==> src/rtl/ram_dp_pkg.sv <==
// Shared types and helpers for the dual-port synchronous RAM.
// Holds the control FSM state type, the read-during-write policy encodings
// and the byte-enable width helper used to size the wr_be port.
package ram_dp_pkg;

    typedef enum logic {
        ST_INIT  = 1'b0,
        ST_READY = 1'b1
    } state_t;

    // Same-address read-during-write policy
    localparam int RDW_OLD = 0;
    localparam int RDW_NEW = 1;

    function automatic int be_width(input int dw);
        return dw / 8;
    endfunction

endpackage

==> src/rtl/ram_dp_core.sv <==
// Storage array: byte-enable write port plus an unregistered read port.
// Ports: clk_i; write we_i/waddr_i/be_i/wdata_i (sampled on rising edge);
//        read raddr_i -> rdata_o combinationally, zero for addresses >= SIZE.
module ram_dp_core
    import ram_dp_pkg::*;
#(
    parameter int DW   = 8,
    parameter int AW   = 4,
    parameter int SIZE = 16
) (
    input  logic                    clk_i,
    input  logic                    we_i,
    input  logic [AW-1:0]           waddr_i,
    input  logic [be_width(DW)-1:0] be_i,
    input  logic [DW-1:0]           wdata_i,
    input  logic [AW-1:0]           raddr_i,
    output logic [DW-1:0]           rdata_o
);

    localparam int BW = be_width(DW);
    localparam logic [AW:0] SIZE_W = (AW+1)'(SIZE);

    // Contents are deliberately not reset; the owner zeroes them by sweeping.
    logic [DW-1:0] mem_q [SIZE];

    always_ff @(posedge clk_i) begin
        if (we_i) begin
            for (int k = 0; k < BW; k++) begin
                if (be_i[k]) begin
                    mem_q[waddr_i][k*8 +: 8] <= wdata_i[k*8 +: 8];
                end
            end
        end
    end

    assign rdata_o = ({1'b0, raddr_i} < SIZE_W) ? mem_q[raddr_i] : '0;

endmodule

==> src/rtl/ram_dp_sync.sv <==
// Dual-port synchronous RAM with zero-fill sweep, read bypass and read pipeline.
// Ports: clk/rst_n; clr starts a sweep, busy flags it; wr_en/wr_addr/wr_be/data_in
//        write port; rd_en/rd_addr read port -> data_out/rd_valid RD_LATENCY edges later.
module ram_dp_sync
    import ram_dp_pkg::*;
#(
    parameter int data_width    = 8,
    parameter int address_width = 4,
    parameter int RAM_size      = 16,
    parameter int RD_LATENCY    = 1,
    parameter int RDW_MODE      = RDW_NEW
) (
    input  logic                            clk,
    input  logic                            rst_n,
    input  logic                            clr,
    output logic                            busy,
    input  logic                            wr_en,
    input  logic [address_width-1:0]        wr_addr,
    input  logic [be_width(data_width)-1:0] wr_be,
    input  logic [data_width-1:0]           data_in,
    input  logic                            rd_en,
    input  logic [address_width-1:0]        rd_addr,
    output logic [data_width-1:0]           data_out,
    output logic                            rd_valid
);

    if ((data_width % 8) != 0 || data_width < 8) begin : g_bad_width
        $error("ram_dp_sync: data_width must be a non-zero multiple of 8");
    end
    if (RAM_size < 1 || RAM_size > (1 << address_width)) begin : g_bad_size
        $error("ram_dp_sync: RAM_size must be in 1..2**address_width");
    end
    if (RD_LATENCY < 1 || RD_LATENCY > 2) begin : g_bad_latency
        $error("ram_dp_sync: RD_LATENCY must be 1 or 2");
    end

    localparam int BW = be_width(data_width);
    localparam logic [address_width-1:0] LAST_ADDR = address_width'(RAM_size - 1);
    localparam logic [address_width:0]   SIZE_W    = (address_width+1)'(RAM_size);

    state_t                   state_q, state_d;
    logic [address_width-1:0] cnt_q, cnt_d;

    logic                     accept, flush, wr_go, rd_go;
    logic                     mem_we;
    logic [address_width-1:0] mem_waddr;
    logic [BW-1:0]            mem_be;
    logic [data_width-1:0]    mem_wdata, mem_rdata, rd_word;

    logic [RD_LATENCY-1:0]    pipe_vld_q;
    logic [data_width-1:0]    pipe_dat_q [RD_LATENCY];
    logic                     out_vld_q;
    logic [data_width-1:0]    out_dat_q;

    // ---------------- control FSM and sweep counter ----------------
    always_comb begin
        state_d = state_q;
        cnt_d   = cnt_q;
        case (state_q)
            ST_INIT: begin
                if (clr) begin
                    cnt_d = '0;
                end else if (cnt_q == LAST_ADDR) begin
                    state_d = ST_READY;
                    cnt_d   = '0;
                end else begin
                    cnt_d = cnt_q + 1'b1;
                end
            end
            ST_READY: begin
                if (clr) begin
                    state_d = ST_INIT;
                    cnt_d   = '0;
                end
            end
            default: begin
                state_d = ST_INIT;
                cnt_d   = '0;
            end
        endcase
    end

    always_ff @(posedge clk or negedge rst_n) begin
        if (!rst_n) begin
            state_q <= ST_INIT;
            cnt_q   <= '0;
        end else begin
            state_q <= state_d;
            cnt_q   <= cnt_d;
        end
    end

    assign busy = (state_q == ST_INIT);

    // A clr in READY takes the edge for itself: user accesses on that edge are
    // dropped, and anything in the read pipeline is discarded.
    assign accept = ~busy & ~clr;
    assign flush  = busy | clr;
    assign wr_go  = accept & wr_en & ({1'b0, wr_addr} < SIZE_W);
    assign rd_go  = accept & rd_en;

    // ---------------- storage ----------------
    assign mem_we    = busy | wr_go;
    assign mem_waddr = busy ? cnt_q : wr_addr;
    assign mem_be    = busy ? '1 : wr_be;
    assign mem_wdata = busy ? '0 : data_in;

    ram_dp_core #(
        .DW   (data_width),
        .AW   (address_width),
        .SIZE (RAM_size)
    ) u_core (
        .clk_i   (clk),
        .we_i    (mem_we),
        .waddr_i (mem_waddr),
        .be_i    (mem_be),
        .wdata_i (mem_wdata),
        .raddr_i (rd_addr),
        .rdata_o (mem_rdata)
    );

    // The core read is combinational and sees the pre-write word; new-data
    // mode patches the bytes being written this same edge.
    always_comb begin
        rd_word = mem_rdata;
        if (RDW_MODE == RDW_NEW && wr_go && wr_addr == rd_addr) begin
            for (int k = 0; k < BW; k++) begin
                if (wr_be[k]) begin
                    rd_word[k*8 +: 8] = data_in[k*8 +: 8];
                end
            end
        end
    end

    // ---------------- read pipeline ----------------
    // Stage 0 captures the read at its sampling edge; the output register
    // loads RD_LATENCY edges later and holds between valid reads.
    always_ff @(posedge clk or negedge rst_n) begin
        if (!rst_n) begin
            pipe_vld_q <= '0;
            for (int k = 0; k < RD_LATENCY; k++) begin
                pipe_dat_q[k] <= '0;
            end
            out_vld_q <= 1'b0;
            out_dat_q <= '0;
        end else begin
            pipe_vld_q[0] <= rd_go;
            if (rd_go) begin
                pipe_dat_q[0] <= rd_word;
            end
            for (int k = 1; k < RD_LATENCY; k++) begin
                pipe_vld_q[k] <= pipe_vld_q[k-1] & ~flush;
                pipe_dat_q[k] <= pipe_dat_q[k-1];
            end
            out_vld_q <= pipe_vld_q[RD_LATENCY-1] & ~flush;
            if (pipe_vld_q[RD_LATENCY-1] & ~flush) begin
                out_dat_q <= pipe_dat_q[RD_LATENCY-1];
            end
        end
    end

    assign data_out = out_dat_q;
    assign rd_valid = out_vld_q;

endmodule

==> config.mk <==
export PLATFORM = sky130hd
export DESIGN_NAME = ram_dp_sync
export DESIGN_NICKNAME = d
export VERILOG_FILES = /design/src/rtl/ram_dp_pkg.sv /design/src/rtl/ram_dp_core.sv /design/src/rtl/ram_dp_sync.sv
export SDC_FILE = /design/constraint.sdc
export NUM_CORES = 1
export LEC_CHECK = 0
export ABC_AREA = 1
export BUFFER_PORTS_ARGS = -buffer_cell sky130_fd_sc_hd__buf_2
export CORE_MARGIN = 3
export CORE_UTILIZATION = 60
export DETAILED_ROUTE_END_ITERATION = 10
export HOLD_SLACK_MARGIN = 0.02
export PLACE_DENSITY = 0.78
export SETUP_SLACK_MARGIN = 0.3
export SLEW_MARGIN = 20
export SYNTH_ARGS = -nofsm -noshare
export SYNTH_HDL_FRONTEND = slang
export SYNTH_HIERARCHICAL = 1
export SYNTH_SLANG_ARGS = --single-unit
==> constraint.sdc <==
create_clock -name clk -period 4.73 [get_ports clk]
set_clock_uncertainty 0.05 [all_clocks]
set_input_delay 0.7095 -clock clk [delete_from_list [all_inputs] [get_ports clk]]
set_output_delay 0.7095 -clock clk [all_outputs]
set_load 0.05 [all_outputs]
==> flow_summary.yaml <==
status:
  outcome: "complete, no violations"
power_and_ir_drop:
  power_density_nw_per_um2: 393
  p_leak_uw: 0.00368
  ir_worst_vdd_v: 0.000271
clock_tree:
  cts_root_buffer: "clkbuf_16"
  post_cts_buffers: 0
  clkTransAtPathRegs_ps: 60
  h-tree-depth: 4
  cts_made_buffers: 17
  ctsResizeCount: 0
  cts_buffer_depth: 2
  hold_buffers: 0
  clock_latency_ps: 430
  cts_tree: "built"
  cts.sinks: 151
synthesis:
  synth_top_area_share: 0.548
  ys.flop_type: "edfxtp_1"
  synth.ff_latch_count: 151
  async_reset_ff_frac: 0.152
  synth_edf_count: 128
  synth_commonest_cells: "286 x nand2_1, 128 x edfxtp_1, 126 x inv_1"
  yosysMostFrequentCell: "nand2_1"
  synth.area.top_cells: "edfxtp_1 55%, nand2_1 15%, dfrtp_1 8.2%, nand3_1 7.3%, inv_1 6.7%"
  syn-num-nets: 773
  synth.distinct_cells: 28
  ys_seq_area_frac: 0.630
  ys_warn_count: 6
  syn_area_sq_um: 7020
  synth.avg_cell_area_sq_um: 9.36
  yosysTopAreaCell: "edfxtp_1"
  netlist_instances: 750
worst_setup_path:
  end_kind: "register"
  crit_top_cell: "nand2_1"
  critical_path_buf_inv_count: 2
  cp_slowest_cell: "dfrtp_1"
  cp.required_ps: 4730
  r2r_start: "state_q"
  cp-start-kind: "register"
  path_cells: "inv_6 > nor2_8 > nand2_4 > nand2_1 > nand2_1 > inv_1 > nand3b_1 > nor2_1"
  critical-path-top-delay-family: "simple AND/OR/NAND/NOR gates"
  critPathLaunch: "state_q"
  slowest_delay_ps: 770
  critPathKind: "register to register"
  ff2ff_setup_slack_ps: 2050
  cp_max_fo: 17
  crit_arrival_ps: 2680
routing:
  wl_met3_mm: 1.17
  routed_via_density: 5.52
  routed_wl_mm: 16.0
  drcViolationCount: 0
  via_count: 5115
  wirelength_met1_mm: 6.72
  dr.pass1.iters: 5
  drtAntennaViolNets: 0
  drt_iter0_markers: 583
  dr_wl_met2_mm: 7.81
  highest_layer: "met4"
  avgRoutedWirePerCell_microns: 17.3
floorplan:
  die_h_microns: 114
  die-area_sq_um: 13000
  die-width_microns: 114
  fp-row-count: 38
  pin_count: 32
  core-area_sq_um: 11100
  start_util: 0.631
timing:
  slew_viol_final: 0
  rsz0062_at_grt: "false"
  setup_viol: 0
  setup_tns_ps: 0
  hold_violations: 0
  setup_slack_ps: 2050
  relSlewSlack: 0.395
  tightestPinTransition_ps: 905
  min_period_over_period: 0.566
  period_minus_slack_ps: 2680
  max_freq_mhz: 374
global_routing:
  grt_max_degree: 67
  grt_pass1_vias: 4922
  grt-ovfl-total: 0
  grt_pass1_wl_mm: 25.2
  antenna_found_initial: 0
  grt_usage: 0.258
final_layout:
  final_nets: 797
  drive_gt1_frac: 0.0916
  n_antenna_cell: 0
  area_growth_pct: 10.6
  final_area_sq_um: 7760
placement:
  post-place-ws_ps: 1930
  gp_congestion: 0.832
  port_buffers: 31
  dpl-instance-area_sq_um: 7170
  dpl.hpwl_mm: 10.1
flow_run:
  maxCapViolCount: 0
worst_hold_path:
  hp-class: "input port to async pin"
sequential cells by signal, indices dropped and copies added, names as in the netlist:
name / flops
pipe_dat_q: 8
cnt_q: 4
state_q: 1
data_out: 8
rd_valid: 1
pipe_vld_q: 1
u_core/mem_q: 128
kinds of logic after synthesis:
group / share of synthesized area
compound gates: 0.00802
flops: 0.630
fa+ha+maj: 0.00178
simple gates: 0.261
buf+inv: 0.0997
final timing paths:
kind / to / cells past startpoint
min in group clk: data_out[6] / 2
setup reg to reg: u_core/mem_q[5][2] / 8
hold / removal: data_out[6] / 1
max in group asynchronous: cnt_q[3] / 1
setup / recovery: u_core/mem_q[5][2] / 8
hold reg to reg: data_out[6] / 2
cell usage in the layout, fill, tap and decap left out:
master	instances
nand2_1	286
edfxtp_1	128
inv_1	126
nand3_1	103
buf_2	31
dfrtp_1	23
nor2_1	21
clkbuf_16	17
nand4_1	8
o21ai_0	5
inv_2	4
clkbuf_1	4
bufinv_16	4
nand2_2	3
clkinv_4	3
clkinv_1	3
nor2_8	2
a21oi_1	2
clkinv_2	2
inv_6	1
nand2_4	1
o211ai_1	1
o22ai_1	1
nor2_2	1
o21a_1	1
nor2_4	1
nand3_4	1
ha_1	1
buf_4	1
nand3b_1	1
routing by layer:
metal | vias to the layer above | GRT usage
met5 | - | 0
met4 | 0 | 0.0887
met3 | 30 | 0.0592
met2 | 217 | 0.418
met1 | 2443 | 0.348
li1 | 2425 | -
where the power goes:
| group | leakage, uW | switching (uW) | total [uW] | internal, uW |
|---|---|---|---|---|
| logic | 0.00183 | 148 | 205 | 56.9 |
| registers | 0.00156 | 11.8 | 1480 | 1470 |
| clock network | 0.000288 | 493 | 1370 | 873 |
| total | 0.00368 | 653 | 3050 | 2400 |
through the flow:
stage	cells	hold slack [ps]	power (uW)	utilization
after floorplan	750	364	1650	-
after global placement	895	407	1700	0.644
after detailed placement	895	410	1700	0.644
after CTS	926	219	3060	0.697
after global routing	926	246	3140	0.698
final	926	215	3050	0.698
area by class of cell:
type,instances,area (sq um)
clock buffers,21,440
multi-input cells,439,1900
inverters,133,510
repair buffers,32,163
well taps,140,175
fillers,839,3360
clock inverters,10,154
flip-flops and latches,151,4420
Note: power is estimated with default switching activity, not from simulation.
